--- config.mk ---
export PLATFORM = sky130hd
export DESIGN_NAME = serial_byte_loader
export DESIGN_NICKNAME = d
export VERILOG_FILES = /design/src/rtl/serial_byte_loader.sv
export SDC_FILE = /design/constraint.sdc
export NUM_CORES = 1
export LEC_CHECK = 0
export BUFFER_PORTS_ARGS = -buffer_cell sky130_fd_sc_hd__buf_4
export CAP_MARGIN = 5
export CORE_MARGIN = 4
export CORE_UTILIZATION = 55
export CTS_CLUSTER_DIAMETER = 80
export DETAILED_ROUTE_END_ITERATION = 10
export GPL_ROUTABILITY_DRIVEN = 0
export PLACE_DENSITY = 0.79
export REMOVE_ABC_BUFFERS = 1
export SLEW_MARGIN = 20
export SYNTH_ARGS = -nofsm -noshare
export SYNTH_HDL_FRONTEND = slang
export SYNTH_SLANG_ARGS = --single-unit
--- constraint.sdc ---
create_clock -name CLK -period 2.1 [get_ports CLK]
set_input_delay 0.525 -clock CLK [delete_from_list [all_inputs] [get_ports CLK]]
set_output_delay 0.525 -clock CLK [all_outputs]
set_load 0.05 [all_outputs]
--- src/rtl/serial_byte_loader.sv ---
// serial_byte_loader: assembles a framed serial bit stream (start, WIDTH data,
// optional even parity, stop) into a parallel word on DATA. ENA strobes for
// one cycle per good frame; bad frames pulse FERR/PERR and leave DATA alone.
// Optional feature: define PARITY_EN to add the even-parity bit to each frame.
module serial_byte_loader #(
   parameter int unsigned WIDTH     = 8,
   parameter int unsigned MSB_FIRST = 0
) (
   input  logic             CLK,
   input  logic             RST,
   input  logic             SIN,
   input  logic             SVALID,
   output logic [WIDTH-1:0] DATA,
   output logic             ENA,
   output logic             BUSY,
   output logic             FERR,
   output logic             PERR
);

   localparam int unsigned CNT_W = $clog2(WIDTH + 1);

   typedef enum logic [1:0] {
      ST_IDLE  = 2'd0,
      ST_SHIFT = 2'd1,
      ST_PAR   = 2'd2,
      ST_STOP  = 2'd3
   } state_e;

   state_e             state_q, state_d;
   logic [CNT_W-1:0]   cnt_q, cnt_d;
   logic [WIDTH-1:0]   shift_q, shift_d;
   logic [WIDTH-1:0]   data_q, data_d;
   logic               ena_q, ena_d;
   logic               ferr_q, ferr_d;
   logic               busy_q, busy_d;
`ifdef PARITY_EN
   logic               perr_q, perr_d;
   logic               pend_q, pend_d;
`endif

   // Next-state, datapath and strobe computation
   always_comb begin
      state_d = state_q;
      cnt_d   = cnt_q;
      shift_d = shift_q;
      data_d  = data_q;
      ena_d   = 1'b0;
      ferr_d  = 1'b0;
`ifdef PARITY_EN
      perr_d  = 1'b0;
      pend_d  = pend_q;
`endif
      case (state_q)
         ST_IDLE: begin
            if (SVALID && !SIN) begin
               state_d = ST_SHIFT;
               cnt_d   = '0;
`ifdef PARITY_EN
               pend_d  = 1'b0;
`endif
            end
         end
         ST_SHIFT: begin
            if (SVALID) begin
               // Shifting in from one end leaves the first bit at the far end
               if (MSB_FIRST != 0) shift_d = {shift_q[WIDTH-2:0], SIN};
               else                shift_d = {SIN, shift_q[WIDTH-1:1]};
               cnt_d = cnt_q + CNT_W'(1);
               if (cnt_q == CNT_W'(WIDTH - 1)) begin
`ifdef PARITY_EN
                  state_d = ST_PAR;
`else
                  state_d = ST_STOP;
`endif
               end
            end
         end
`ifdef PARITY_EN
         ST_PAR: begin
            if (SVALID) begin
               pend_d  = ^{shift_q, SIN};
               state_d = ST_STOP;
            end
         end
`endif
         ST_STOP: begin
            if (SVALID) begin
               state_d = ST_IDLE;
               if (!SIN) begin
                  ferr_d = 1'b1;
`ifdef PARITY_EN
               end else if (pend_q) begin
                  perr_d = 1'b1;
`endif
               end else begin
                  data_d = shift_q;
                  ena_d  = 1'b1;
               end
            end
         end
         default: state_d = ST_IDLE;
      endcase
      busy_d = (state_d != ST_IDLE);
   end

   // State and registered outputs; synchronous reset has priority
   always_ff @(posedge CLK) begin
      if (RST) begin
         state_q <= ST_IDLE;
         cnt_q   <= '0;
         shift_q <= '0;
         data_q  <= '0;
         ena_q   <= 1'b0;
         ferr_q  <= 1'b0;
         busy_q  <= 1'b0;
`ifdef PARITY_EN
         perr_q  <= 1'b0;
         pend_q  <= 1'b0;
`endif
      end else begin
         state_q <= state_d;
         cnt_q   <= cnt_d;
         shift_q <= shift_d;
         data_q  <= data_d;
         ena_q   <= ena_d;
         ferr_q  <= ferr_d;
         busy_q  <= busy_d;
`ifdef PARITY_EN
         perr_q  <= perr_d;
         pend_q  <= pend_d;
`endif
      end
   end

   assign DATA = data_q;
   assign ENA  = ena_q;
   assign BUSY = busy_q;
   assign FERR = ferr_q;
`ifdef PARITY_EN
   assign PERR = perr_q;
`else
   assign PERR = 1'b0;
`endif

endmodule

Word level (Yosys, flattened, before mapping)

Index checks and enable logic that the tools add are counted.

Add/sub/neg operators: 1
Equality and inequality tests: 5
Mux-type cells: 10
Bitwise operators: 2
Reduce and logical (&&, ||, !) cells: 9

Operators by type and width:

| operator            | count |
|---|---|
| $mux 2              | 4 |
| $mux 4              | 2 |
| $pmux 4 s2          | 1 |
| $pmux 2 s3          | 1 |
| $reduce_and 3->1    | 2 |
| $add 4x1->4 const B | 1 |
| $eq 4x3->1 const B  | 1 |
| $ne 2x2->1 const B  | 2 |
| $reduce_bool 2->1   | 2 |
| $reduce_or 3->1     | 1 |
| $eq 2x1->1 const B  | 1 |
| $eq 2x2->1 const B  | 1 |
| $logic_not 2->1     | 1 |
| $mux 1              | 2 |
| $not 1->1           | 2 |
| $reduce_and 2->1    | 1 |
| $logic_and 1x1->1   | 1 |
| $logic_not 1->1     | 1 |

Flip-flop bits (word level): 25
Bits of input ports: 4
Output and inout port bits: 12
Word-level logic and storage cells: 34

Depth between registers and ports, before layout

Gate-level depths: netlist of run 1.

Depth in word-level cells: 5
Depth in mapped cells: 5

Worst setup path after synthesis of run 1

Ideal clock, no wire load.

Path kind: input -> register
From: input port SVALID
To: register cnt_q[0]
Library setup time: 86 ps
Arrival time: 1207 ps
Path slack: 807 ps
Cell stages on the path: 5
Buffers on the path: 2
Cells stage by stage: buf_2 > and3b_1 > buf_2 > nor2_1 > a211oi_1

Word-level cells in the longest chain between the ends: 3
Elaborated cells between the ends (all ways): 4

RTL lines:

| item                         | RTL line | text |
|---|---|---|
| start, declared              | 12       | `input logic SVALID,` |
| $logic_and 1x1->1            | 55       | `if (SVALID && !SIN) begin` |
| $ne 2x2->1 (no line)         | n/a      |  |
| $reduce_and 3->1 (no line) * | n/a      |  |
| end signal, assigned         | 122      | `cnt_q <= cnt_d;` |
| end, declared                | 30       | `logic [CNT_W-1:0] cnt_q, cnt_d;` |

Mark *: on every way between the ends. The rest lies on a longest branch, timed or not.
A chain may end at the register's enable or synchronous reset.

Worst setup path in the final report of run 1

From: register data_q[3] (netlist: DATA[3])
To: output port DATA[3]

RTL lines:

| item                   | RTL line | text |
|---|---|---|
| start, declared        | 32       | `logic [WIDTH-1:0] data_q, data_d;` |
| start signal, assigned | 124      | `data_q <= data_d;` |
| end, declared          | 13       | `output logic [WIDTH-1:0] DATA,` |

No word-level cell between the ends.

==> summary.txt, run 1 <==
Place
  • Final HPWL DP: ~1.3 mm
  • Input/output buffers: 14
  • Inst Count DP: between 100 and 150
  • Placed Area: between 1000 and 1500 um2
  • Post-place setup slack: approximately 0.64 ns

STA
  • Slew Viols, Final: 0
  • Final Hold Fails: 0
  • Final hold slack: around 0.40 ns
  • Final WS setup: 0.684 ns
  • Fin Setup TNS: 0 ns
  • RSZ-0062 raised after global routing: false
  • Final setup fails: 0
  • Fin crit share: 67.4%
  • Fmax: approximately 0.71 GHz
  • Final min period: approximately 1.4 ns
  • Worst Skew: between 0.006 and 0.007 ns

Pwr
  • Max VDD drop: around 0.52 mV
  • Pwr per Cell Area: roughly 700 nW/um2
  • Leak pwr: 0.000383 uW

Critical path
  • CP Launch Type: flip-flop
  • Crit end category: output pin
  • Critical-path maximum fanout: 2
  • Critical Path AT: roughly 0.9 ns
  • CP Class: reg -> out
  • Top Family by Delay on Critical Path: flip-flops
  • Buf/Inv on CP: 1
  • Critical Path RT: 1.57 ns
  • Slowest stage delay, CP: between 0.3 and 0.4 ns
  • Critical path depth in cells: 1
  • Reg2reg end: cnt_q[3]$_SDFFE_PP0P_
  • Worst R2R Start: state_q[0]$_SDFF_PP0_
  • CP Capture Point: DATA[3]
  • Slowest CP cell: dfxtp_1
  • R2r worst-path depth: 3
  • Worst setup path startpoint: DATA[3]$_SDFFE_PP0P_
  • R2R Setup Slk: ~0.71 ns
  • Critical-path cell list: buf_4

Yosys
  • Syn Inst Count: ~120
  • Synth cell types: 27
  • Main synth FF type: dfxtp_1
  • Synth Register Bits: 25
  • Register area share after synthesis: between 50% and 60%
  • Post-synthesis cell area: between 900 and 1000 um2
  • Post-synth EDFFs: 0
  • Syn. warnings: 0
  • Syn Area/Cell: a little over 8 um2
  • Asr flop ratio synth: 0%

Die
  • Starting density of the core: 60.9%
  • Die height: 50.0 um
  • Ports: 16
  • Rows: 14
  • Die width: around 50 um
  • Die Area: between 2000 and 3000 um2
  • Core ar.: 1590 um2

Cells and area
  • Antenna diodes: 0
  • Fraction of layout cells with a size suffix above 1: between 10 and 15%
  • Design area: ~1100 um2
  • Nets: roughly 130
  • Commonest non-fill, non-tap cell in the layout: nand2_1
  • Commonest non-fill, non-tap cells in the layout: 35 x nand2_1, 25 x dfxtp_1, 19 x a21oi_1
  • Final std cells w/o fill: ~150
  • Area delta synth->final: 11.9%

Drt
  • Drt first pass iters: 4
  • Vias: around 800
  • Remaining DRCs: 0
  • Vias per Instance: approximately 5.4
  • First DRT Iteration DRCs: 22
  • WL/cell: ~12 um
  • Post-DRT Antenna Nets: 0
  • Routed wire length: between 1.5 and 2 mm

Job
  • Max_cap viols: 0

GRT
  • Global-route wire length before repair: between 3 and 4 mm
  • Largest net degree at the start of global routing: 25
  • Antenna violations before repair: 0
  • Number of global-route vias before repair: 708
  • GR Overflow Total: 0
  • Total track usage: roughly 16%

Clocking
  • Clk_lat worst skew: between 0.3 and 0.4 ns
  • Setup bufs post-CTS: 0
  • Root Buffer: clkbuf_4
  • CTS Sinks: 25
  • Clk slew on worst S/H paths: around 0.13 ns
  • Post-CTS Resized: 0
  • Total CTS buffers: 3
  • Hold Buf Count CTS: 0
  • Clk buf depth: 2
  • # H-tree levels: 1
  • CTS tree: yes

Hold path
  • Worst Min Path Start: SIN
  • Hold WC Path Type: in -> reg

Status
  • Status: complete, no violations
through the flow:
step	utilization [%]	power (uW)
2_1_floorplan	-	517
3_3_place_gp	66.5	537
3_5_place_dp	66.5	538
4_1_cts	68.1	746
5_1_grt	68.1	774
6_report	68.1	741
Yosys cell counts, types with 2 or more instances:
| library cell | number | area, um2 |
|---|---|---|
| a221oi_1 | 2 | 17.5 |
| clkbuf_1 | 2 | 7.51 |
| dfxtp_1 | 25 | 500 |
| nand3_1 | 2 | 10.0 |
| nor2b_1 | 2 | 12.5 |
| a21oi_1 | 19 | 95.1 |
| nor2_1 | 3 | 11.3 |
| o21ai_0 | 4 | 20.0 |
| nand2_1 | 35 | 131 |
| nand2b_1 | 3 | 18.8 |
| buf_2 | 4 | 20.0 |
routing by layer:
metal | global-route usage (%) | share of wire (%) | vias to the layer above
li1 | - | - | 411
met4 | 7.83 | 1.7 | 0
met5 | 0 | 0 | -
met3 | 3.92 | 5.1 | 2
met2 | 26.5 | 47 | 28
met1 | 19.6 | 46 | 379
power by group:
part | internal, uW | switching [uW] | total, uW
sequential | 479 | 5.12 | 484
combinational | 12.8 | 32.1 | 44.9
clock | 74.4 | 138 | 212
sequential cells by signal, indices dropped and copies added, names as in the netlist:
register  flops
DATA          8
shift_q       8
cnt_q         4
state_q       2
BUSY          1
ENA           1
FERR          1
layout make-up:
class                      count  area [um2]
clock buffer                   4        26.3
fill                         136         508
inverter                       1        3.75
multi-input combinational     83         420
sequential                    25         500
tap                           24        30.0
timing repair buffer          14         105
cell families (layout without fill, tap and decap cells):
kind of cell             count (synthesis)  after routing  share of synthesized area [%]
flip-flops                              25             25                           51.5
other                                    1              1                          0.386
AO/OA/AOI/OAI                           27             27                           15.1
AND/OR/NAND/NOR                         54             54                           26.5
buffers and inverters                    9             19                           5.15
adder cells (fa/ha/maj)                  1              1                           1.29
how the worst min path moves through the flow:
stage / endpoint / cells past startpoint
final: FERR$_SDFF_PP0_ / 2
after global routing: FERR$_SDFF_PP0_ / 2
after CTS: FERR$_SDFF_PP0_ / 2
after detailed placement: DATA[7]$_SDFFE_PP0P_ / 2
after global placement: shift_q[0]$_SDFFE_PP0P_ / 2
after floorplan: DATA[0]$_SDFFE_PP0P_ / 2
No activity file was read; power rests on OpenSTA's default activity.
==> run 2, diff against run 1 <==
--- a/config.mk
+++ b/config.mk
@@ -8,11 +8,11 @@
 export BUFFER_PORTS_ARGS = -buffer_cell sky130_fd_sc_hd__buf_4
 export CAP_MARGIN = 5
 export CORE_MARGIN = 4
-export CORE_UTILIZATION = 55
+export CORE_UTILIZATION = 53
 export CTS_CLUSTER_DIAMETER = 80
 export DETAILED_ROUTE_END_ITERATION = 10
 export GPL_ROUTABILITY_DRIVEN = 0
-export PLACE_DENSITY = 0.79
+export PLACE_DENSITY = 0.77
 export REMOVE_ABC_BUFFERS = 1
 export SLEW_MARGIN = 20
 export SYNTH_ARGS = -nofsm -noshare
==> constraint.sdc (replaced) <==
create_clock -name CLK -period 1.44 [get_ports CLK]
set_input_delay 0.36 -clock CLK [delete_from_list [all_inputs] [get_ports CLK]]
set_output_delay 0.36 -clock CLK [all_outputs]
set_load 0.05 [all_outputs]
==> summary.txt, run 2 (same netlist as run 1, synthesis figures left out) <==
Hold path
  • Hold WC Path Type: in -> reg

Clocking
  • Total CTS buffers: 3
  • Setup bufs post-CTS: 0
  • CTS tree: yes
  • Post-CTS Resized: 0
  • Root Buffer: clkbuf_4
  • Clk buf depth: 2
  • Clk_lat worst skew: around 0.32 ns
  • Clk slew on worst S/H paths: around 0.13 ns
  • Hold Buf Count CTS: 0
  • # H-tree levels: 1
  • CTS Sinks: 25

STA
  • Worst Skew: 0.00907 ns
  • Fin crit share: 93.7%
  • Fin Setup TNS: 0 ns
  • Fmax: 0.741 GHz
  • Final WS setup: 0.0908 ns
  • Final min period: about 1.3 ns
  • Final setup fails: 0
  • Final Hold Fails: 0
  • Slew Viols, Final: 0
  • RSZ-0062 raised after global routing: false

Die
  • Ports: 16
  • Core ar.: 1730 um2
  • Die width: roughly 50 um
  • Starting density of the core: between 50 and 60%
  • Die Area: ~2600 um2
  • Die height: 50.8 um
  • Rows: 15

Critical path
  • CP Launch Type: flip-flop
  • Critical-path maximum fanout: 9
  • Critical Path RT: 1.70 ns
  • R2R Setup Slk: between 0.09 and 0.1 ns
  • Slowest stage delay, CP: ~0.52 ns
  • Slowest CP cell: or4_1
  • Critical Path AT: approximately 1.6 ns
  • Crit end category: flip-flop
  • Critical-path cell list: inv_1, or4_1, a31oi_1
  • CP Class: reg -> reg

GRT
  • Number of global-route vias before repair: 756
  • GR Overflow Total: 0
  • Global-route wire length before repair: ~3.3 mm
  • Total track usage: 16.9%
  • Largest net degree at the start of global routing: 25
  • Antenna violations before repair: 0

Cells and area
  • Area delta synth->final: 13.1%
  • Final std cells w/o fill: 153
  • Utilization after layout: about 64%
  • Fill cell count: about 160
  • Commonest non-fill, non-tap cells in the layout: 35 x nand2_1, 25 x dfxtp_1, 19 x a21oi_1
  • Commonest non-fill, non-tap cell in the layout: nand2_1
  • Antenna diodes: 0
  • Nets: around 130
  • Fraction of layout cells with a size suffix above 1: between 10% and 20%

Drt
  • WL/cell: 11.9 um
  • First DRT Iteration DRCs: 10
  • Vias per Instance: a little over 5
  • Vias: ~790
  • Routed wire length: ~1.8 mm
  • Post-DRT Antenna Nets: 0
  • Drt first pass iters: 4
  • Remaining DRCs: 0

Pwr
  • Max VDD drop: between 0.6 and 0.7 mV
  • Leak pwr: between 0.0003 and 0.0004 uW
  • Pwr per Cell Area: 994 nW/um2

Place
  • Final HPWL DP: about 1.2 mm
  • Input/output buffers: 14
  • Post-place setup slack: 0.128 ns
  • Inst Count DP: approximately 150

Status
  • Status: complete, no violations

Job
  • Max_cap viols: 0
## run 2: changes by cell type in the layout (fill, tap and decap cells not counted)
cell	previous run	this run
buf_4	14	15
clkbuf_1	1	0
clkinvlp_4	0	1
## run 2: where the power goes
group / total [uW] / switching (uW) / leakage (uW) / internal, uW
combinational: 64.5 / 45.8 / 0.000170 / 18.7
sequential: 706 / 7.55 / 0.000202 / 699
clock: 321 / 215 / 0.0000139 / 106
## run 2: layer usage
| layer | vias up | part of all wire [%] | GRT usage (%) |
|---|---|---|---|
| li1 | 412 | - | - |
| met1 | 354 | 49 | 20.7 |
| met2 | 16 | 46 | 27.2 |
| met3 | 4 | 3.5 | 3.26 |
| met4 | 0 | 1.8 | 10.3 |
| met5 | - | 0 | 0 |
## run 2: final cells by class
type                            instances  area [um2]  share of cell area (%)
Sequential cell                        25         500                    45.6
Multi-Input combinational cell         83         420                    38.3
Timing Repair Buffer                   15         113                    10.3
Tap cell                               25        31.3                    2.85
Clock buffer                            3        22.5                    2.05
Clock inverter                          1        7.51                   0.683
Inverter                                1        3.75                   0.342
## run 2: final timing paths
path / from / endpoint / cells past startpoint
max: state_q[0]$_SDFF_PP0_ / cnt_q[3]$_SDFFE_PP0P_ / 3
min reg2reg: DATA[3]$_SDFFE_PP0P_ / DATA[3]$_SDFFE_PP0P_ / 2
min: SIN / FERR$_SDFF_PP0_ / 2
max reg2reg: state_q[0]$_SDFF_PP0_ / cnt_q[3]$_SDFFE_PP0P_ / 3
## run 2: metrics by stage
stage               hold slack [ns]  cell area, um2  total power, uW
floorplan                     0.426             925              754
global placement              0.443            1070              783
detailed placement            0.448            1070              785
CTS                           0.228            1100             1100
global route                  0.231            1100             1140
finish                        0.238            1100             1090
## run 2: worst max-delay path: cells and delay by family, from the launching register on
kind | cells | cell delay (ns)
AND/OR/NAND/NOR | 1 | 0.52
flip-flops | 1 | 0.49
AO/OA/AOI/OAI | 1 | 0.16
buffers and inverters | 1 | 0.11
